`config.mk`:
```
export PLATFORM = sky130hd
export DESIGN_NAME = uart_tx_engine
export DESIGN_NICKNAME = d
export VERILOG_FILES = /design/src/rtl/uart_tx_engine.sv
export SDC_FILE = /design/constraint.sdc
export NUM_CORES = 1
export LEC_CHECK = 0
export BUFFER_PORTS_ARGS = -buffer_cell sky130_fd_sc_hd__buf_2
export CAP_MARGIN = 30
export CORE_AREA = 2 2 89 57
export CTS_BUF_LIST = sky130_fd_sc_hd__clkbuf_4 sky130_fd_sc_hd__clkbuf_8
export DETAILED_ROUTE_END_ITERATION = 8
export DIE_AREA = 0 0 91 59
export GPL_ROUTABILITY_DRIVEN = 0
export GPL_TIMING_DRIVEN = 0
export PLACE_DENSITY = 0.57
export SLEW_MARGIN = 15
export SYNTH_ARGS = -nofsm -noshare
export SYNTH_HDL_FRONTEND = slang
export SYNTH_SLANG_ARGS = --single-unit
```
`constraint.sdc`:
```
create_clock -name clk -period 2.3 [get_ports clk]
set_input_delay 0.46 -clock clk [delete_from_list [all_inputs] [get_ports clk]]
set_output_delay 0.46 -clock clk [all_outputs]
set_load 0.02 [all_outputs]
```
`src/rtl/uart_tx_engine.sv`:
```
// rtl/uart_tx_engine.sv - UART transmit serializer: start, 5-8 data bits LSB first, optional parity, 1/2 stop bits
module uart_tx_engine #(
  parameter int BAUD_DIV = 434
) (
  input  logic       clk,
  input  logic       reset_n,
  input  logic       start_tx_i,
  input  logic [7:0] tx_data_i,
  input  logic [1:0] data_bit_num_i,
  input  logic       stop_bit_num_i,
  input  logic       parity_en_i,
  input  logic       parity_type_i,
  output logic       tx_o,
  output logic       tx_busy_o,
  output logic       tx_done_o
);

  localparam int CNT_W = (BAUD_DIV > 1) ? $clog2(BAUD_DIV) : 1;
  localparam logic [CNT_W-1:0] BAUD_LAST = CNT_W'(BAUD_DIV - 1);

  typedef enum logic [2:0] {
    IDLE   = 3'd0,
    START  = 3'd1,
    DATA   = 3'd2,
    PARITY = 3'd3,
    STOP   = 3'd4
  } state_t;

  state_t           state_q, state_d;
  logic [CNT_W-1:0] baud_cnt_q, baud_cnt_d;
  logic [2:0]       bit_idx_q, bit_idx_d;
  logic [7:0]       shift_q, shift_d;
  logic [1:0]       nbits_q, nbits_d;
  logic             stop2_q, stop2_d;
  logic             par_en_q, par_en_d;
  logic             par_bit_q, par_bit_d;
  logic             stop_cnt_q, stop_cnt_d;
  logic             start_q, start_d;
  logic             tx_q, tx_d;
  logic             busy_q, busy_d;
  logic             done_q, done_d;

  logic             start_pulse;
  logic             bit_end;
  logic [7:0]       data_mask;

  // Next-state logic: start-edge detection, bit timing, frame sequencing and the registered line value
  always_comb begin
    state_d     = state_q;
    baud_cnt_d  = baud_cnt_q + CNT_W'(1);
    bit_idx_d   = bit_idx_q;
    shift_d     = shift_q;
    nbits_d     = nbits_q;
    stop2_d     = stop2_q;
    par_en_d    = par_en_q;
    par_bit_d   = par_bit_q;
    stop_cnt_d  = stop_cnt_q;
    start_d     = start_tx_i;
    tx_d        = tx_q;
    busy_d      = busy_q;
    done_d      = done_q;
    start_pulse = start_tx_i & ~start_q;
    bit_end     = (baud_cnt_q == BAUD_LAST);

    // Only the N payload bits take part in parity; the upper bits are masked off
    case (data_bit_num_i)
      2'b00:   data_mask = 8'h1F;
      2'b01:   data_mask = 8'h3F;
      2'b10:   data_mask = 8'h7F;
      default: data_mask = 8'hFF;
    endcase

    case (state_q)
      IDLE: begin
        baud_cnt_d = '0;
        if (start_pulse) begin
          // Whole frame configuration is captured here so later input changes are ignored
          state_d    = START;
          shift_d    = tx_data_i;
          nbits_d    = data_bit_num_i;
          stop2_d    = stop_bit_num_i;
          par_en_d   = parity_en_i;
          par_bit_d  = (^(tx_data_i & data_mask)) ^ parity_type_i;
          bit_idx_d  = 3'd0;
          stop_cnt_d = 1'b0;
          tx_d       = 1'b0;
          busy_d     = 1'b1;
          done_d     = 1'b0;
        end
      end
      START: begin
        if (bit_end) begin
          state_d    = DATA;
          baud_cnt_d = '0;
          tx_d       = shift_q[0];
        end
      end
      DATA: begin
        if (bit_end) begin
          baud_cnt_d = '0;
          // Last index is N-1, i.e. 4 + data_bit_num
          if (bit_idx_q == {1'b1, nbits_q}) begin
            if (par_en_q) begin
              state_d = PARITY;
              tx_d    = par_bit_q;
            end else begin
              state_d    = STOP;
              stop_cnt_d = 1'b0;
              tx_d       = 1'b1;
            end
          end else begin
            bit_idx_d = bit_idx_q + 3'd1;
            shift_d   = {1'b0, shift_q[7:1]};
            tx_d      = shift_q[1];
          end
        end
      end
      PARITY: begin
        if (bit_end) begin
          state_d    = STOP;
          baud_cnt_d = '0;
          stop_cnt_d = 1'b0;
          tx_d       = 1'b1;
        end
      end
      STOP: begin
        if (bit_end) begin
          baud_cnt_d = '0;
          if (stop2_q && !stop_cnt_q) begin
            stop_cnt_d = 1'b1;
          end else begin
            state_d = IDLE;
            tx_d    = 1'b1;
            busy_d  = 1'b0;
            done_d  = 1'b1;
          end
        end
      end
      default: begin
        state_d    = IDLE;
        baud_cnt_d = '0;
        tx_d       = 1'b1;
        busy_d     = 1'b0;
      end
    endcase
  end

  // State and output registers; asynchronous reset aborts any frame and returns the line to idle
  always_ff @(posedge clk or negedge reset_n) begin
    if (!reset_n) begin
      state_q    <= IDLE;
      baud_cnt_q <= '0;
      bit_idx_q  <= 3'd0;
      shift_q    <= 8'h00;
      nbits_q    <= 2'b00;
      stop2_q    <= 1'b0;
      par_en_q   <= 1'b0;
      par_bit_q  <= 1'b0;
      stop_cnt_q <= 1'b0;
      start_q    <= 1'b0;
      tx_q       <= 1'b1;
      busy_q     <= 1'b0;
      done_q     <= 1'b0;
    end else begin
      state_q    <= state_d;
      baud_cnt_q <= baud_cnt_d;
      bit_idx_q  <= bit_idx_d;
      shift_q    <= shift_d;
      nbits_q    <= nbits_d;
      stop2_q    <= stop2_d;
      par_en_q   <= par_en_d;
      par_bit_q  <= par_bit_d;
      stop_cnt_q <= stop_cnt_d;
      start_q    <= start_d;
      tx_q       <= tx_d;
      busy_q     <= busy_d;
      done_q     <= done_d;
    end
  end

  assign tx_o      = tx_q;
  assign tx_busy_o = busy_q;
  assign tx_done_o = done_q;

endmodule
```
==> metrics.md, run 1 <==
| Metric | Value |
|---|---|
| Setup WS post-layout | `about 290 ps` |
| DRC | `0` |
| Synth warn | `0` |
| Post_cts resized | `0` |
| H-tree levels | `2` |
| Cells after synthesis | `~170` |
| Setup WS pre-CTS | `approximately 290 ps` |
| Worst R2R Start | `baud_cnt_q[0]` |
| Drt pass-1 iters | `4` |
| Die width | `91 µm` |
| Final worst path period share | `between 80% and 90%` |
| Number of synthesized register bits | `33` |
| Pin count of the biggest net entering global routing | `34` |
| Finish-stage setup viols | `0` |
| Vias | `1275` |
| Leak pwr | `0.957 nW` |
| Synth Area per Inst | `10.9 µm²` |
| Worst Path Arrival | `roughly 2200 ps` |
| Measured slew at the worst slew-check pin | `740 ps` |
| Setup CP Type | `register to register` |
| Core region area | `roughly 4500 µm²` |
| Slew Limit Fails | `0` |
| Fmax | `498 MHz` |
| Commonest non-fill, non-tap cell in the layout | `dfrtp_1` |
| Unrepaired setup endpoints after global routing | `false` |
| DRT iter0 DRCs | `29` |
| Ys async rst share | `between 90% and 100%` |
| Post-synth EDFFs | `0` |
| Final hold slack | `240 ps` |
| Vias in the first global route | `1282` |
| Sink Count | `33` |
| R2R setup slack | `290 ps` |
| Initial Utilization | `40.6%` |
| Die height | `between 50 and 60 µm` |
| DR WL/cell | `14.2 µm` |
| Area fraction of the dominant cell type after synthesis | `between 40% and 50%` |
| Sequential element share of the synthesized area | `45.6%` |
| Hold Vio Cnt, Final | `0` |
| Critical path data required time | `2470 ps` |
| CP Max Fanout | `10` |
| Synthesized cell area | `1820 µm²` |
| Slew headroom | `50.7%` |
| Num rows | `19` |
| Critical R2R Capture | `shift_q[6]` |
| Vias per cell | `around 5` |
| Post-route ant nets | `0` |
| Crit path launch | `baud_cnt_q[0]` |
| Minimum clock period | `2010 ps` |
| Crit end category | `register` |
| DPL Wire Length | `about 2.7 mm` |
| Num CTS Buffers | `5` |
| Layout Area Growth over Synthesis | `14.1%` |
| Global-route wire length before repair | `6.17 mm` |
| Power Density | `522 nW/µm²` |
| Total Die Area | `5370 µm²` |
| Antenna Cells | `0` |
| Hold-fix buffers, CTS | `0` |
| Grt ovf | `0` |
| Nets | `211` |
| Top cell type by total area after synthesis | `dfrtp_1` |
| Startpoint Class | `register` |
| Port Buf Inserts | `18` |
| CP Capture Point | `shift_q[6]` |
| Post-synth top flop | `dfrtp_1` |
| Root Buffer | `clkbuf_8` |
| Distinct cells, synth | `45` |
| Latest clock arrival within the worst-skew pair | `~280 ps` |
| Max cap viols | `0` |
| Final core occ | `46.3%` |
| Routed WL | `3.64 mm` |
| Placed cell count | `248` |
| Total GRT Usage | `15.1%` |
| Hold WC Path Type | `input port to async pin` |
| Clock Skew | `6.30 ps` |
| Initial antenna violation count | `0` |
| Total setup buffers inserted after CTS | `0` |
| Worst r2r path cells | `7` |
| Total negative slack | `0 ps` |
| Layout cell share with drive strength beyond 1 | `31.6%` |
| Ranking of synthesized cells by area | `dfrtp_1, mux2_2, xnor2_1` |
| Worst vdd ir | `0.000234 V` |
| I/O pins | `19` |
| Final Non-Filler Cells | `256` |
| CTS tree | `done` |
| Clock slew at reported path FFs | `~70 ps` |
| Mapped Nets | `~190` |
| Most frequent cells in the layout | `dfrtp_1, buf_2, nor2_1` |
| Outcome | `finished, final reports clean` |
| Longest Clk Path Bufs | `2` |
-- how the worst min path moves through the flow --
stage	from	endpoint	slack [ps]	cells past startpoint
floorplan	reset_n	baud_cnt_q[0]	160	0
detailed placement	baud_cnt_q[0]	baud_cnt_q[0]	490	1
global route	start_tx_i	start_q	290	1
global placement	baud_cnt_q[0]	baud_cnt_q[0]	470	1
CTS	reset_n	stop2_q	270	1
finish	reset_n	baud_cnt_q[4]	240	1
-- cell families after synthesis --
kind of cell	count (synthesis)	share of synthesized area [%]
DFF	33	45.6
muxes	20	13.5
buffers and inverters	13	4.41
and+or+nand+nor	54	16.1
adders and majority gates	3	2.07
AOI/OAI and AO/OA	27	10.2
xor gates and xnor gates	17	8.20
-- metal layers --
| metal | track usage, % | vias up | part of all wire, % |
|---|---|---|---|
| met5 | 0 | - | 0 |
| met4 | 6.49 | 0 | 1.5 |
| met3 | 3.94 | 5 | 3.4 |
| met2 | 21.8 | 19 | 44 |
| met1 | 21.7 | 618 | 51 |
| li1 | - | 633 | - |
-- metrics by stage --
stage / instance area (µm²) / power (mW)
after floorplan: 1820 / 0.630
after global placement: 1980 / 0.660
after detailed placement: 1980 / 0.662
after CTS: 2070 / 1.10
after global routing: 2070 / 1.14
final: 2070 / 1.08
-- cell usage after synthesis, types with 5 or more instances --
cell type / n
o21ai_0: 5
nor2_1: 15
inv_1: 6
xnor2_1: 14
mux2_4: 6
nand3_1: 6
nand2_1: 13
a21oi_1: 9
mux2_2: 12
dfrtp_1: 32
-- flip-flops by register name (all words and copies together) (netlist names) --
signal,flops
nbits_q,2
stop2_q,1
stop_cnt_q,1
baud_cnt_q,9
state_q,3
tx_done_o,1
tx_busy_o,1
start_q,1
bit_idx_q,3
par_bit_q,1
par_en_q,1
shift_q,8
tx_o,1
-- final cells by class --
| type | instances | area [µm²] |
|---|---|---|
| clock inverter | 2 | 10.0 |
| buffer | 7 | 57.6 |
| clock buffer | 6 | 76.3 |
| inverter | 6 | 22.5 |
| tap | 63 | 78.8 |
| timing repair buffer | 18 | 90.1 |
| fill | 422 | 2400 |
| sequential | 33 | 827 |
| multi-input combinational | 121 | 908 |
-- worst max-delay path: stages, from the launching register on --
cell and delay (ps):
dfrtp_1 410, ha_1 210, and4b_1 220, and3b_2 230, and3_4 170, o21ai_2 150, buf_6 190, mux2_4 310
-- report_power, final --
group	total (mW)	internal, mW	switching, mW
Sequential	0.581	0.581	0.000200
Combinational	0.0681	0.0335	0.0346
Clock	0.432	0.221	0.211
(Power assumes the default switching activity.)
==> run 2, diff against run 1 <==
PLACE_DENSITY = 0.68   (was 0.57)
==> run 2 against run 1 <==
Compared with the run above: combinational power up 1%; non-clock buffer count unchanged; critical path depth unchanged; power increased by 0.90%.
==> metrics.md, run 2 (same netlist as run 1, synthesis figures left out) <==
| Metric | Value |
|---|---|
| Layout Area Growth over Synthesis | `14.3%` |
| Worst Path Arrival | `2200 ps` |
| Leak pwr | `0.956 nW` |
| Internal Power | `864 µW` |
| Nets | `between 200 and 250` |
| Final hold slack | `224 ps` |
| Antenna Cells | `0` |
| Sink Count | `33` |
| Flop pwr share | `53.3%` |
| Drt pass-1 iters | `4` |
| Sw Pwr | `228 µW` |
| Hold-fix buffers, CTS | `0` |
| Top reg by flops | `baud_cnt_q` |
| DRC | `0` |
| Total GRT Usage | `between 10% and 20%` |
| Port Buf Inserts | `18` |
| Longest Clk Path Bufs | `2` |
| Num CTS Buffers | `5` |
| Finish-stage setup viols | `0` |
| Pin count of the biggest net entering global routing | `34` |
| H-tree levels | `2` |
| Setup CP Type | `register to register` |
| Slew Limit Fails | `0` |
| Commonest non-fill, non-tap cell in the layout | `dfrtp_1` |
| Root Buffer | `clkbuf_8` |
| Clock network power share | `40.4%` |
| Vias per cell | `4.80` |
| Final core occ | `46.4%` |
| Hold Vio Cnt, Final | `0` |
| Outcome | `finished, final reports clean` |
| Die height | `59 µm` |
| Latest clock arrival within the worst-skew pair | `280 ps` |
| DR WL/cell | `12.8 µm` |
| Hold WC Path Type | `input port to async pin` |
| CTS tree | `done` |
| Largest register FFs | `9` |
| Vias in the first global route | `1187` |
| Placed cell count | `248` |
| Comb pwr share | `6.3%` |
| Clock slew at reported path FFs | `60 ps` |
| Total negative slack | `0 ps` |
| Grt ovf | `0` |
| Worst vdd ir | `0.000305 V` |
| Crit end category | `register` |
| Num rows | `19` |
| Startpoint Class | `register` |
| Final Non-Filler Cells | `roughly 260` |
| Global-route wire length before repair | `roughly 5.7 mm` |
| Total setup buffers inserted after CTS | `0` |
| Die width | `just over 90 µm` |
| Minimum clock period | `about 2000 ps` |
| Initial antenna violation count | `0` |
| Fmax | `493 MHz` |
| Max cap viols | `0` |
| Core region area | `around 4500 µm²` |
| DRT iter0 DRCs | `57` |
| Slew headroom | `52.8%` |
| Post-route ant nets | `0` |
| Measured slew at the worst slew-check pin | `707 ps` |
| Sw frac | `20.9%` |
| Power Density | `526 nW/µm²` |
| Layout cell share with drive strength beyond 1 | `31.3%` |
| Post_cts resized | `0` |
| Final worst path period share | `88.2%` |
| I/O pins | `19` |
| DPL Wire Length | `about 2.4 mm` |
| Unrepaired setup endpoints after global routing | `false` |
| CP Max Fanout | `10` |
| Biggest regs | `baud_cnt_q (9), shift_q (8)` |
| Most frequent cells in the layout | `dfrtp_1, buf_2, nor2_1` |
| Total Die Area | `5370 µm²` |
| Initial Utilization | `40.6%` |
| Critical path data required time | `~2500 ps` |
| Vias | `between 1000 and 1500` |
| Clock Skew | `1.82 ps` |
| Routed WL | `3.26 mm` |
[run 2: changes by cell type in the layout (fill, tap and decap cells not counted), sizes merged]
cell	change
clkinv	-2
clkbuf	+1
[run 2: through the flow]
| stage | setup WS [ps] | total power, mW | area [µm²] |
|---|---|---|---|
| 6_report | 271 | 1.09 | 2070 |
| 5_1_grt | 185 | 1.14 | 2070 |
| 4_1_cts | 259 | 1.11 | 2070 |
| 3_5_place_dp | 287 | 0.662 | 1980 |
| 3_3_place_gp | 289 | 0.663 | 1980 |
| 2_1_floorplan | 430 | 0.630 | 1820 |
[run 2: power by group through the flow]
stage	clock network (mW)	logic, mW	registers [mW]
finish	0.441	0.0689	0.582
global route	0.477	0.0778	0.581
CTS	0.455	0.0708	0.582
detailed placement	0	0.0702	0.592
global placement	0	0.0704	0.592
floorplan	0	0.0373	0.592
[run 2: area by class of cell]
type,count,area (µm²)
Inverter,6,22.5
Tap cell,63,78.8
Buffer,7,57.6
Clock buffer,7,90.1
Timing Repair Buffer,18,90.1
Multi-Input combinational cell,121,908
Fill cell,444,2390
Sequential cell,33,827
[run 2: critical path: stages (launching register included)]
cell     delay (ps)
dfrtp_1         410
ha_1            220
and4b_1         220
and3b_2         230
and3_4          170
o21ai_2         170
buf_6           200
mux2_4          310
[run 2: metal layers]
metal  share of wire (%)  up-vias  track usage [%]  wire length, µm
met5                   0        -                0                0
met4                0.58        0             3.25               19
met3                 4.2        4             3.82              137
met2                  38       25             17.7             1230
met1                  57      568             21.4             1870
li1                    -      628                -                -
[run 2: final timing paths]
kind | start | to | slack, ps | cells after the start
setup / recovery | baud_cnt_q[0] | shift_q[6] | 270 | 7
hold / removal | reset_n | baud_cnt_q[4] | 220 | 1
setup reg to reg | baud_cnt_q[0] | shift_q[6] | 270 | 7
hold reg to reg | baud_cnt_q[0] | baud_cnt_q[0] | 490 | 1
max in group asynchronous | reset_n | bit_idx_q[1] | 1620 | 1
min in group clk | start_tx_i | start_q | 300 | 1
